--- src/rtl/nv_nvdla_cdma_img_fifo_rd_pkg.sv ---
// Shared definitions for the CDMA image descriptor FIFO read side:
// descriptor layout, widths and controller state encoding.
package nv_nvdla_cdma_img_fifo_rd_pkg;

  localparam int DW      = 11;
  localparam int LEN_W   = 4;
  localparam int IDX_W   = 6;
  localparam int LINE_W  = 13;

  localparam int EOL_BIT = 10;
  localparam int LEN_LSB = 6;
  localparam int IDX_LSB = 0;

  typedef enum logic [1:0] {
    IDLE   = 2'd0,
    FETCH  = 2'd1,
    EXPAND = 2'd2
  } rd_state_e;

  typedef struct packed {
    logic             eol;
    logic [LEN_W-1:0] len_m1;
    logic [IDX_W-1:0] idx;
  } desc_t;

  function automatic desc_t unpack_desc(input logic [DW-1:0] raw);
    desc_t d;
    d.eol    = raw[EOL_BIT];
    d.len_m1 = raw[LEN_LSB +: LEN_W];
    d.idx    = raw[IDX_LSB +: IDX_W];
    return d;
  endfunction

endpackage

--- src/rtl/nv_nvdla_cdma_img_fifo_rd_if.sv ---
// Descriptor-pop and element-beat handshakes between the read controller
// (master) and the FIFO / image packer side (slave).
interface nv_nvdla_cdma_img_fifo_rd_if;
  import nv_nvdla_cdma_img_fifo_rd_pkg::*;

  logic             fifo_rd_req;
  logic             fifo_rd_ready;
  logic [DW-1:0]    fifo_rd_data;
  logic             dat_pvld;
  logic             dat_prdy;
  logic [IDX_W-1:0] dat_idx;
  logic             dat_eol;
  logic             dat_eos;

  modport master (
    input  fifo_rd_req, fifo_rd_data, dat_prdy,
    output fifo_rd_ready, dat_pvld, dat_idx, dat_eol, dat_eos
  );

  modport slave (
    output fifo_rd_req, fifo_rd_data, dat_prdy,
    input  fifo_rd_ready, dat_pvld, dat_idx, dat_eol, dat_eos
  );
endinterface

--- src/rtl/nv_nvdla_cdma_img_fifo_rd.sv ---
// Pops image descriptors from the CDMA FIFO and expands each into 1..16
// element beats, tracking end-of-line beats to detect surface completion.
module nv_nvdla_cdma_img_fifo_rd
  import nv_nvdla_cdma_img_fifo_rd_pkg::*;
(
  input  logic                       clk,
  input  logic                       reset_,
  input  logic                       op_en,
  input  logic [LINE_W-1:0]          cfg_line_num,
  nv_nvdla_cdma_img_fifo_rd_if.master rd_if,
  output logic                       op_done,
  output logic                       busy
);

  localparam logic [LINE_W-1:0] LINE_ONE = {{(LINE_W-1){1'b0}}, 1'b1};
  localparam logic [LEN_W-1:0]  REM_ONE  = {{(LEN_W-1){1'b0}}, 1'b1};
  localparam logic [IDX_W-1:0]  IDX_ONE  = {{(IDX_W-1){1'b0}}, 1'b1};

  rd_state_e         state_r;
  rd_state_e         state_nxt_s;
  logic [IDX_W-1:0]  idx_r;
  logic [LEN_W-1:0]  rem_r;
  logic              desc_eol_r;
  logic [LINE_W-1:0] line_cnt_r;
  logic [LINE_W-1:0] line_num_r;
  logic              pvld_r;
  logic              eol_r;
  logic              eos_r;
  logic              op_done_r;
  logic              busy_r;

  desc_t             desc_s;
  logic              beat_acc_s;
  logic              final_beat_s;
  logic              surf_end_s;
  logic              rd_ready_s;
  logic              pop_s;
  logic [LINE_W-1:0] line_cnt_nxt_s;

  assign desc_s = unpack_desc(rd_if.fifo_rd_data);

  // Beat/pop qualifiers; ready looks ahead on the final beat so bursts chain without bubbles
  always_comb begin
    final_beat_s = (state_r == EXPAND) && (rem_r == {LEN_W{1'b0}});
    beat_acc_s   = pvld_r && rd_if.dat_prdy;
    surf_end_s   = final_beat_s && desc_eol_r && (line_cnt_r == line_num_r);
    if (state_r == FETCH) begin
      rd_ready_s = 1'b1;
    end else if (final_beat_s && rd_if.dat_prdy && !surf_end_s) begin
      rd_ready_s = 1'b1;
    end else begin
      rd_ready_s = 1'b0;
    end
    pop_s = rd_ready_s && rd_if.fifo_rd_req;
    if (beat_acc_s && final_beat_s && desc_eol_r) begin
      line_cnt_nxt_s = line_cnt_r + LINE_ONE;
    end else begin
      line_cnt_nxt_s = line_cnt_r;
    end
  end

  // Next-state selection
  always_comb begin
    state_nxt_s = state_r;
    case (state_r)
      IDLE: begin
        if (op_en) begin
          state_nxt_s = FETCH;
        end else begin
          state_nxt_s = IDLE;
        end
      end
      FETCH: begin
        if (pop_s) begin
          state_nxt_s = EXPAND;
        end else begin
          state_nxt_s = FETCH;
        end
      end
      EXPAND: begin
        if (beat_acc_s && surf_end_s) begin
          state_nxt_s = IDLE;
        end else if (beat_acc_s && final_beat_s && !pop_s) begin
          state_nxt_s = FETCH;
        end else begin
          state_nxt_s = EXPAND;
        end
      end
      default: state_nxt_s = IDLE;
    endcase
  end

  // State, line tracking and registered beat outputs
  always_ff @(posedge clk or negedge reset_) begin
    if (!reset_) begin
      state_r    <= IDLE;
      idx_r      <= {IDX_W{1'b0}};
      rem_r      <= {LEN_W{1'b0}};
      desc_eol_r <= 1'b0;
      line_cnt_r <= {LINE_W{1'b0}};
      line_num_r <= {LINE_W{1'b0}};
      pvld_r     <= 1'b0;
      eol_r      <= 1'b0;
      eos_r      <= 1'b0;
      op_done_r  <= 1'b0;
      busy_r     <= 1'b0;
    end else begin
      state_r   <= state_nxt_s;
      busy_r    <= (state_nxt_s != IDLE);
      op_done_r <= beat_acc_s && surf_end_s;
      if ((state_r == IDLE) && op_en) begin
        line_num_r <= cfg_line_num;
        line_cnt_r <= {LINE_W{1'b0}};
      end else begin
        line_cnt_r <= line_cnt_nxt_s;
      end
      // A new descriptor's eos must see the line count including the line just closed
      if (pop_s) begin
        idx_r      <= desc_s.idx;
        rem_r      <= desc_s.len_m1;
        desc_eol_r <= desc_s.eol;
        pvld_r     <= 1'b1;
        eol_r      <= desc_s.eol && (desc_s.len_m1 == {LEN_W{1'b0}});
        eos_r      <= desc_s.eol && (desc_s.len_m1 == {LEN_W{1'b0}})
                      && (line_cnt_nxt_s == line_num_r);
      end else if (beat_acc_s && !final_beat_s) begin
        idx_r <= idx_r + IDX_ONE;
        rem_r <= rem_r - REM_ONE;
        eol_r <= desc_eol_r && (rem_r == REM_ONE);
        eos_r <= desc_eol_r && (rem_r == REM_ONE) && (line_cnt_r == line_num_r);
      end else if (beat_acc_s) begin
        pvld_r <= 1'b0;
        eol_r  <= 1'b0;
        eos_r  <= 1'b0;
      end else begin
        pvld_r <= pvld_r;
      end
    end
  end

  assign rd_if.fifo_rd_ready = rd_ready_s;
  assign rd_if.dat_pvld      = pvld_r;
  assign rd_if.dat_idx       = idx_r;
  assign rd_if.dat_eol       = eol_r;
  assign rd_if.dat_eos       = eos_r;
  assign op_done             = op_done_r;
  assign busy                = busy_r;

endmodule
--- src/flat_wrapper.sv ---
// flat-port wrapper written by rule: the top's interface ports become plain ports
module nv_nvdla_cdma_img_fifo_rd_flat import nv_nvdla_cdma_img_fifo_rd_pkg::*;
  (clk, reset_, op_en, cfg_line_num, op_done, busy, rd_if_fifo_rd_req, rd_if_fifo_rd_data, rd_if_dat_prdy, rd_if_fifo_rd_ready, rd_if_dat_pvld, rd_if_dat_idx, rd_if_dat_eol, rd_if_dat_eos);
  nv_nvdla_cdma_img_fifo_rd_if rd_if_i ();
  input  logic clk;
  input  logic reset_;
  input  logic op_en;
  input  logic [LINE_W-1:0] cfg_line_num;
  output logic op_done;
  output logic busy;
  input wire logic [$bits(rd_if_i.fifo_rd_req)-1:0] rd_if_fifo_rd_req;
  input wire logic [$bits(rd_if_i.fifo_rd_data)-1:0] rd_if_fifo_rd_data;
  input wire logic [$bits(rd_if_i.dat_prdy)-1:0] rd_if_dat_prdy;
  output wire logic [$bits(rd_if_i.fifo_rd_ready)-1:0] rd_if_fifo_rd_ready;
  output wire logic [$bits(rd_if_i.dat_pvld)-1:0] rd_if_dat_pvld;
  output wire logic [$bits(rd_if_i.dat_idx)-1:0] rd_if_dat_idx;
  output wire logic [$bits(rd_if_i.dat_eol)-1:0] rd_if_dat_eol;
  output wire logic [$bits(rd_if_i.dat_eos)-1:0] rd_if_dat_eos;
  assign rd_if_i.fifo_rd_req = rd_if_fifo_rd_req;
  assign rd_if_i.fifo_rd_data = rd_if_fifo_rd_data;
  assign rd_if_i.dat_prdy = rd_if_dat_prdy;
  assign rd_if_fifo_rd_ready = rd_if_i.fifo_rd_ready;
  assign rd_if_dat_pvld = rd_if_i.dat_pvld;
  assign rd_if_dat_idx = rd_if_i.dat_idx;
  assign rd_if_dat_eol = rd_if_i.dat_eol;
  assign rd_if_dat_eos = rd_if_i.dat_eos;
  nv_nvdla_cdma_img_fifo_rd u_core (.clk(clk), .reset_(reset_), .op_en(op_en), .cfg_line_num(cfg_line_num), .rd_if(rd_if_i), .op_done(op_done), .busy(busy));
endmodule
--- config.mk ---
export PLATFORM = sky130hd
export DESIGN_NAME = nv_nvdla_cdma_img_fifo_rd_flat
export DESIGN_NICKNAME = d
export VERILOG_FILES = /design/src/rtl/nv_nvdla_cdma_img_fifo_rd_pkg.sv /design/src/rtl/nv_nvdla_cdma_img_fifo_rd_if.sv /design/src/rtl/nv_nvdla_cdma_img_fifo_rd.sv /design/src/flat_wrapper.sv
export SDC_FILE = /design/constraint.sdc
export NUM_CORES = 1
export LEC_CHECK = 0
export ABC_AREA = 0
export BUFFER_PORTS_ARGS = -buffer_cell sky130_fd_sc_hd__buf_2
export CAP_MARGIN = 20
export CORE_ASPECT_RATIO = 1.4
export CORE_UTILIZATION = 30
export CTS_CLUSTER_SIZE = 24
export DETAILED_ROUTE_END_ITERATION = 8
export PLACE_DENSITY = 0.49
export SYNTH_ARGS = -nofsm -noshare
export SYNTH_HDL_FRONTEND = slang
export SYNTH_SLANG_ARGS = --single-unit
--- constraint.sdc ---
create_clock -name clk -period 2.3 [get_ports clk]
set_input_delay 0.345 -clock clk [delete_from_list [all_inputs] [get_ports clk]]
set_output_delay 0.345 -clock clk [all_outputs]
set_load 0.02 [all_outputs]
After elaboration in Yosys (flattened, before gate mapping)
Cells that the tools add are included.
{"block": "word_totals", "reg_bits": 44, "latchBits": 0, "mem_bits_rw": 0, "mem_bits_ro": 0, "in_bits": 29, "output_inout_bits": 12, "word_cells": 68, "memories": 0}
{"block": "classes", "n_addsub": 3, "n_mul": 0, "div": 0, "n_lt_le_gt_ge": 0, "n_eq_ne": 6, "shifts": 0, "mux": 20, "bitwise_logic": 0, "reduce_logical": 28}
{"operator": "13-bit equality test", "n": 2}
{"operator": "13-bit 2-to-1 mux", "n": 2}
{"operator": "1-bit logical AND", "n": 17}
{"operator": "13-bit by 1-bit adder with 13-bit output, second input constant", "n": 1}
{"operator": "6-bit 2-to-1 mux", "n": 2}
{"operator": "1-bit 2-to-1 mux", "n": 10}
{"operator": "4-bit zero test", "n": 2}
{"operator": "4-bit 2-to-1 mux", "n": 2}
{"operator": "6-bit by 1-bit adder with 6-bit output, second input constant", "n": 1}
{"operator": "2-bit 2-to-1 mux", "n": 3}
{"operator": "2-bit one-hot mux with 3 select lines", "n": 1}
{"operator": "2-bit nonzero test", "n": 3}
{"operator": "4-bit by 1-bit equality test with 1-bit output, second input constant", "n": 1}
{"operator": "4-bit by 1-bit subtractor with 4-bit output, second input constant", "n": 1}
{"operator": "1-bit zero test", "n": 3}
{"operator": "3-bit nonzero test", "n": 1}
{"operator": "2-bit by 1-bit equality test with 1-bit output, second input constant", "n": 1}
{"operator": "2-bit equality test, second input constant", "n": 1}
{"operator": "2-bit zero test", "n": 1}
{"operator": "2-bit by 1-bit != test with 1-bit output, second input constant", "n": 1}
{"operator": "2-bit AND reduction", "n": 1}

Depth between registers and ports, before layout
Gate-level depths: netlist of the first run.
{"block": "depth", "ltp_word": 15, "ltp_mapped": 10, "ltp_nobuf": 8}

Worst setup path after synthesis of the first run
Ideal clock, no wire load.
{"block": "synth_path", "path_type": "register to register", "startpoint": "register u_core.rem_r[0]", "endpoint": "register u_core.eos_r (netlist: u_core.rd_if.dat_eos)", "setup_time_ns": 0.092, "arrival_time_ns": 1.950, "required_time_ns": 2.208, "slack_ns": 0.258, "path_stages_with_launch": 10, "path_buffers": 1, "period_less_slack_ns": 2.042, "path_cell_list": "dfrtp_1 -> inv_1 -> ha_1 -> and4bb_1 -> buf_6 -> nand4_4 -> or2_4 -> a2111oi_4 -> nand4_1 -> o31ai_2"}
{"block": "synth_between", "elab_chain_cells": 10, "elab_cells_between_ends": 23, "cone_classes": "eq/ne (2); mux (5); reduce/logical (16)"}
{"item": "start: declaration", "line": "nv_nvdla_cdma_img_fifo_rd.sv:22", "source": "logic [LEN_W-1:0] rem_r;"}
{"item": "start signal: assignment", "line": "nv_nvdla_cdma_img_fifo_rd.sv:98", "source": "rem_r <= {LEN_W{1'b0}};"}
{"item": "start signal: assignment", "line": "nv_nvdla_cdma_img_fifo_rd.sv:120", "source": "rem_r <= desc_s.len_m1;"}
{"item": "start signal: assignment", "line": "nv_nvdla_cdma_img_fifo_rd.sv:128", "source": "rem_r <= rem_r - REM_ONE;"}
{"item": "branches (longest 10 deep; another with 13-bit 2-to-1 mux)"}
{"item": "end signal: assignment", "line": "nv_nvdla_cdma_img_fifo_rd.sv:124", "source": "eos_r <= desc_s.eol && (desc_s.len_m1 == {LEN_W{1'b0}})"}
{"item": "end signal: assignment", "line": "nv_nvdla_cdma_img_fifo_rd.sv:130", "source": "eos_r <= desc_eol_r && (rem_r == REM_ONE) && (line_cnt_r == line_num_r);"}
{"item": "end: declaration", "line": "nv_nvdla_cdma_img_fifo_rd.sv:28", "source": "logic eos_r;"}
Several ways; the timed one is not identified.
A chain may end at the register's enable or synchronous reset.

Final worst setup path of the first run
{"block": "layout_path", "startpoint": "register u_core.rem_r[0]", "endpoint": "output port rd_if_fifo_rd_ready"}
{"block": "layout_between", "elab_chain_cells": 8, "elab_cells_between_ends": 9, "cone_classes": "mux (2); reduce/logical (7)"}
{"item": "4-bit zero test (*)", "line": "nv_nvdla_cdma_img_fifo_rd.sv:44", "source": "final_beat_s = (state_r == EXPAND) && (rem_r == {LEN_W{1'b0}});"}
{"item": "1-bit logical AND (*)", "line": "nv_nvdla_cdma_img_fifo_rd.sv:44"}
{"item": "1-bit logical AND (2 in a row)", "line": "nv_nvdla_cdma_img_fifo_rd.sv:46", "source": "surf_end_s = final_beat_s && desc_eol_r && (line_cnt_r == line_num_r);"}
{"item": "1-bit zero test", "line": "nv_nvdla_cdma_img_fifo_rd.sv:49", "source": "end else if (final_beat_s && rd_if.dat_prdy && !surf_end_s) begin"}
{"item": "1-bit logical AND (*)", "line": "nv_nvdla_cdma_img_fifo_rd.sv:49"}
{"item": "1-bit 2-to-1 mux (*)", "line": "nv_nvdla_cdma_img_fifo_rd.sv:49"}
{"item": "1-bit 2-to-1 mux (*)", "line": "nv_nvdla_cdma_img_fifo_rd.sv:47", "source": "if (state_r == FETCH) begin"}
{"item": "end: declaration", "line": "flat_wrapper.sv:14", "source": "output wire logic [$bits(rd_if_i.fifo_rd_ready)-1:0] rd_if_fifo_rd_ready;"}
Mark *: on every way between the ends. The rest lies on a longest branch, timed or not.

==> flow_metrics.py, run 1 <==
metrics = {
    "run_status": {
        "status": "completed",
    },
    "route": {
        "drtPass1Iterations": 4,
        "detail_route.wl_per_cell_um": 15.1,
        "drcViolationCount": 0,
        "antenna_left": 0,
        "vias": 2109,
        "first_iter_violations": 103,
        "via_per_inst": 5.03,
        "wl_um": 6310,
    },
    "sta": {
        "final-setup-viol-count": 0,
        "setup_tns_ns": 0,
        "worst-slew-pin-transition_ns": 0.579,
        "finClkSkew_ns": 0.00811,
        "hold_viol": 0,
        "slew_headroom": 0.614,
        "post-route-min-period_ns": 2.16,
        "rsz0062_at_grt": "no",
        "setup_ws_ns": 0.145,
        "slew_violations": 0,
        "max_freq_mhz": 464,
        "fin_crit_sh": 0.937,
    },
    "critical_path": {
        "cp-start-kind": "register",
        "worstPathMaxFanout": 8,
        "crit_type": "reg2out",
        "critPathArrivalTime_ns": 1.81,
        "cp-end-kind": "output pin",
        "cp.required_ns": 1.96,
    },
    "final_layout": {
        "mostFrequentLayoutCell": "dfrtp_1",
        "drive_gt1_frac": 0.318,
        "antenna-diode-count": 0,
        "postLayoutCellArea_um2": 3270,
        "areaGrowthSynthToFinish_pct": 24.9,
        "final_cells": 419,
        "final_cell_mix": "dfrtp_1 (44), buf_2 (40), xor2_1 (26), nand2_1 (26), nor2_1 (20)",
        "post-route-util": 0.385,
        "final_nets": 347,
        "num-fill-cells": 876,
    },
    "flow_run": {
        "maxCapViolCount": 0,
    },
    "cts": {
        "clk_pin_slew_ns": 0.06,
        "clock-sinks": 44,
        "h-tree-depth": 2,
        "clockBufferDepth": 2,
        "clk_latency_ns": 0.29,
        "clk_root_buffer_cell": "clkbuf_16",
        "cts_tree": "yes",
        "cts_buffers": 5,
    },
    "global_routing": {
        "grt_pass1_wl_um": 10700,
        "track_usage": 0.155,
        "grt_max_degree": 45,
        "grt_pass1_vias": 2153,
        "grt_overflow": 0,
        "antenna_found_initial": 0,
    },
    "logic_synthesis": {
        "synth_ff_type": "dfrtp_1",
        "ys_warn_count": 0,
        "syn_area_per_cell_um2": 10.1,
        "synth.area.top_cells": "dfrtp_1 (42%), xor2_1 (8.7%), mux2_2 (6.4%)",
        "postSynth.asyncResetShare": 1.00,
        "synth_edf_count": 0,
        "syn_inst": 259,
        "synth_top_cell_by_area": "dfrtp_1",
        "synthDistinctLibCells": 50,
        "mappedNetlistArea_um2": 2620,
        "ys_ff_latch": 44,
        "synth_top_area_frac": 0.420,
        "syn_nets": 293,
        "ys_seq_area_frac": 0.420,
    },
    "placed_design": {
        "io_buffer_count": 40,
        "post_dp_cell_area_um2": 3030,
        "dpl_worst_slack_ns": 0.0325,
        "place_inst": 410,
        "post-dp-hpwl_um": 4790,
        "gp_congestion": 0.873,
    },
    "power": {
        "peakVddDrop_mv": 0.409,
        "powerDensity_nw_per_um2": 1130,
        "p_leak_uw": 0.00142,
    },
    "floorplan": {
        "die_area_um2": 9120,
        "start_util": 0.308,
        "die_y_um": 113,
        "die_w_um": 81.0,
        "core_um2": 8510,
        "num_rows": 40,
        "io_pins": 41,
    },
    "min_path": {
        "hp-class": "in2async",
    },
}
==> metal layers <==
layer  vias to the layer above  share of wire  global-route usage
met5                         -              0                   0
met4                         0          0.020              0.0548
met3                        11          0.033              0.0260
met2                        43           0.53               0.273
met1                      1025           0.42               0.184
li1                       1030              -                   -
==> where the power goes <==
part           switching [uW]  internal [uW]
clock                     302            544
sequential                263           1040
combinational             811            740
total                    1380           2320
==> synth_stat cells (2+ instances only) <==
| cell type | count |
|---|---|
| o22ai_1 | 2 |
| clkbuf_2 | 2 |
| inv_1 | 4 |
| nand4_1 | 11 |
| and3_1 | 2 |
| mux2_2 | 15 |
| nand3b_1 | 2 |
| o21ai_0 | 13 |
| a21oi_1 | 3 |
| a211oi_1 | 2 |
| dfrtp_1 | 44 |
| nor2_1 | 21 |
| nor4_1 | 8 |
| buf_6 | 2 |
| xor2_1 | 26 |
| nand3_1 | 7 |
| a31oi_1 | 2 |
| buf_2 | 2 |
| nand2b_1 | 5 |
| xnor2_1 | 11 |
| clkbuf_1 | 5 |
| ha_1 | 5 |
| nor3_1 | 8 |
| nor2b_1 | 3 |
| o21a_1 | 3 |
| nand2_1 | 26 |
| o31ai_1 | 2 |
==> per-stage QoR <==
step | power [uW] | hold slack (ns)
after detailed placement | 2810 | 0.479
final | 3700 | 0.122
after global placement | 2790 | 0.477
after global routing | 3980 | 0.200
after CTS | 3680 | 0.166
after floorplan | 2330 | 0.0494
==> state kept, by name (all words and copies together) (netlist names) <==
| register | count |
|---|---|
| u_core.rd_if.dat_idx | 6 |
| u_core.rd_if.dat_pvld | 1 |
| u_core.line_cnt_r | 13 |
| u_core.busy | 1 |
| u_core.rd_if.dat_eos | 1 |
| u_core.op_done | 1 |
| u_core.state_r | 2 |
| u_core.desc_eol_r | 1 |
| u_core.line_num_r | 13 |
| u_core.rd_if.dat_eol | 1 |
| u_core.rem_r | 4 |
==> worst max-delay path: stages, from the launching register on <==
cell      delay (ns)
dfrtp_1         0.37
inv_1           0.12
ha_4            0.17
and4bb_4        0.32
nand3b_1        0.13
nand2_1         0.10
o21a_1          0.14
buf_2           0.17
==> what timing repair did <==
action                                  in CTS  in global routing
cloned                                       0                  0
hold buffers                                 0                  0
gates resized for setup                      1                  9
buffers inserted                             0                  1
endpoints found under the setup margin       1                  7
pin swaps                                    0                  2
hold endpoints to repair                     0                  0
==> cell families after synthesis <==
group | after synthesis | share of synthesized area
compound gates | 35 | 0.0984
simple gates | 104 | 0.216
flops | 44 | 0.420
xor+xnor | 39 | 0.141
mux | 16 | 0.0683
fa+ha+maj | 5 | 0.0239
buf+inv | 16 | 0.0320
==> final timing paths <==
check | slack, ns | endpoint | start | cells past startpoint
setup reg to reg | 0.17 | u_core.rd_if.dat_eos | u_core.rem_r[0] | 8
hold reg to reg | 0.54 | u_core.line_num_r[0] | u_core.line_num_r[0] | 1
hold / removal | 0.12 | u_core.line_cnt_r[7] | reset_ | 2
setup / recovery | 0.14 | rd_if_fifo_rd_ready | u_core.rem_r[0] | 7
min in group clk | 0.25 | u_core.rd_if.dat_idx[5] | rd_if_fifo_rd_data[5] | 3
max in group asynchronous | 1.77 | u_core.line_num_r[9] | reset_ | 2
==> layout make-up <==
type                            count  area [um2]  share of cell area
Multi-Input combinational cell    199        1490               0.456
Clock buffer                        6         139              0.0424
Sequential cell                    44        1100               0.337
Tap cell                          105         131              0.0402
Inverter                            4        15.0             0.00459
Clock inverter                      2        38.8              0.0119
Timing Repair Buffer               59         355               0.109
No activity file was read; power rests on OpenSTA's default activity.
==> run 2: changes to the inputs <==
==> constraint.sdc (replaced) <==
create_clock -name clk -period 2.3 [get_ports clk]
set_input_delay 0.46 -clock clk [delete_from_list [all_inputs] [get_ports clk]]
set_output_delay 0.46 -clock clk [all_outputs]
set_load 0.02 [all_outputs]
==> flow_metrics.py, run 2 (same netlist as run 1, synthesis figures left out) <==
metrics = {
    "power": {
        "combPwrFrac": 0.422,
        "seqPwrFrac": 0.367,
        "power.switching_uw": 1340,
        "switching_share": 0.379,
        "p_leak_uw": 0.00141,
        "peakVddDrop_mv": 0.435,
        "p_clk_frac": 0.211,
        "powerDensity_nw_per_um2": 1100,
        "p_int_uw": 2200,
    },
    "cts": {
        "clock-sinks": 44,
        "clk_latency_ns": 0.29,
        "ctsHoldBuffers": 0,
        "cts_buffers": 5,
        "clockBufferDepth": 2,
        "clk_pin_slew_ns": 0.06,
        "clk_root_buffer_cell": "clkbuf_16",
        "cts_tree": "yes",
        "h-tree-depth": 2,
    },
    "floorplan": {
        "io_pins": 41,
        "die_area_um2": 9120,
        "die_w_um": 81.0,
        "start_util": 0.308,
        "num_rows": 40,
        "core_um2": 8510,
        "die_y_um": 113,
    },
    "final_layout": {
        "postLayoutCellArea_um2": 3220,
        "antenna-diode-count": 0,
        "final_cell_mix": "dfrtp_1 (44), buf_2 (40), xor2_1 (26), nand2_1 (26), nor2_1 (20)",
        "mostFrequentLayoutCell": "dfrtp_1",
        "areaGrowthSynthToFinish_pct": 23.0,
        "final_cells": 418,
        "final_nets": 347,
        "drive_gt1_frac": 0.307,
        "num-fill-cells": 883,
    },
    "critical_path": {
        "worst_path_max_delay_cell": "dfrtp_1",
        "reg2reg_depth": 9,
        "r2r-end": "u_core.rd_if.dat_eos",
        "critPathArrivalTime_ns": 1.78,
        "path_cells": "xor2_1 > nor4_2 > nand4_1 > o21a_1 > buf_2",
        "cp.required_ns": 1.84,
        "r2r_setup_slack_ns": 0.14,
        "cp-start-kind": "register",
        "worstPathMaxFanout": 3,
        "crit_type": "reg2out",
        "cp-end-kind": "output pin",
        "r2r-start": "u_core.rem_r[0]",
        "critPathMaxStageDelay_ns": 0.39,
    },
    "global_routing": {
        "track_usage": 0.152,
        "grt_max_degree": 45,
        "antenna_found_initial": 0,
        "grt_pass1_vias": 2086,
        "grt_overflow": 0,
        "grt_pass1_wl_um": 10400,
    },
    "placed_design": {
        "place_inst": 410,
        "io_buffer_count": 40,
        "gp_congestion": 0.844,
        "post-dp-hpwl_um": 4700,
        "post_dp_cell_area_um2": 3030,
    },
    "sta": {
        "final-setup-viol-count": 0,
        "hold_viol": 0,
        "max_freq_mhz": 447,
        "worst-slew-pin-transition_ns": 0.672,
        "finClkSkew_ns": 0.00300,
        "slew_headroom": 0.551,
        "fin_crit_sh": 0.972,
        "slew_violations": 0,
        "rsz0062_at_grt": "yes",
        "post-route-min-period_ns": 2.24,
        "setup_tns_ns": 0,
    },
    "route": {
        "drcViolationCount": 0,
        "wl_um": 6170,
        "via_per_inst": 5.00,
        "first_iter_violations": 55,
        "vias": 2090,
        "antenna_left": 0,
        "drtPass1Iterations": 4,
        "detail_route.wl_per_cell_um": 14.8,
    },
    "flow_run": {
        "maxCapViolCount": 0,
    },
    "min_path": {
        "hp-class": "in2async",
    },
    "run_status": {
        "status": "completed",
    },
}
-- run 2: critical path: cells and delay by family, from the launching register on --
family | cells | cell delay, ns
buffers and inverters | 1 | 0.16
AOI/OAI and AO/OA | 1 | 0.22
and+or+nand+nor | 2 | 0.50
DFF | 1 | 0.39
xor gates and xnor gates | 1 | 0.21
-- run 2: cell type report --
cell class | instances | area (um2) | share of cell area
Inverter | 4 | 15.0 | 0.00466
Multi-Input combinational cell | 199 | 1460 | 0.454
Clock buffer | 7 | 153 | 0.0474
Tap cell | 105 | 131 | 0.0408
Timing Repair Buffer | 59 | 359 | 0.111
Sequential cell | 44 | 1100 | 0.342
-- run 2: worst max-delay path by stage --
stage / start / end / cells past startpoint
floorplan: u_core.rem_r[0] / u_core.rd_if.dat_eos / 9
detailed placement: u_core.rem_r[1] / u_core.rd_if.dat_eos / 8
CTS: u_core.line_cnt_r[11] / rd_if_fifo_rd_ready / 5
finish: u_core.line_num_r[6] / rd_if_fifo_rd_ready / 5
global route: u_core.line_num_r[6] / rd_if_fifo_rd_ready / 5
global placement: u_core.rem_r[1] / u_core.rd_if.dat_eos / 8
-- run 2: per-layer routing --
layer | global-route usage | wire length, um
met5 | 0 | 0
met4 | 0.0595 | 109
met3 | 0.0220 | 191
met2 | 0.258 | 3240
met1 | 0.190 | 2630
-- run 2: per-stage QoR --
step                utilization  hold slack [ns]  power (uW)  worst slack (ns)
floorplan                     -            0.164        2330             0.258
global placement          0.356            0.460        2760            0.0514
detailed placement        0.356            0.464        2780            0.0308
CTS                       0.376            0.157        3570            0.0262
global route              0.379            0.172        3790           -0.0232
finish                    0.379            0.143        3540            0.0635
-- run 2: repair_timing --
item,in CTS,in global routing
gates resized for setup,3,5
setup buffers,1,0
pin swaps,0,2
setup endpoints to repair,1,2
-- run 2: power groups by stage --
stage	logic (uW)	registers [uW]	clock network, uW
2_1_floorplan	988	1340	0
3_3_place_gp	1460	1310	0
3_5_place_dp	1480	1310	0
4_1_cts	1500	1300	771
5_1_grt	1660	1340	793
6_report	1490	1300	746
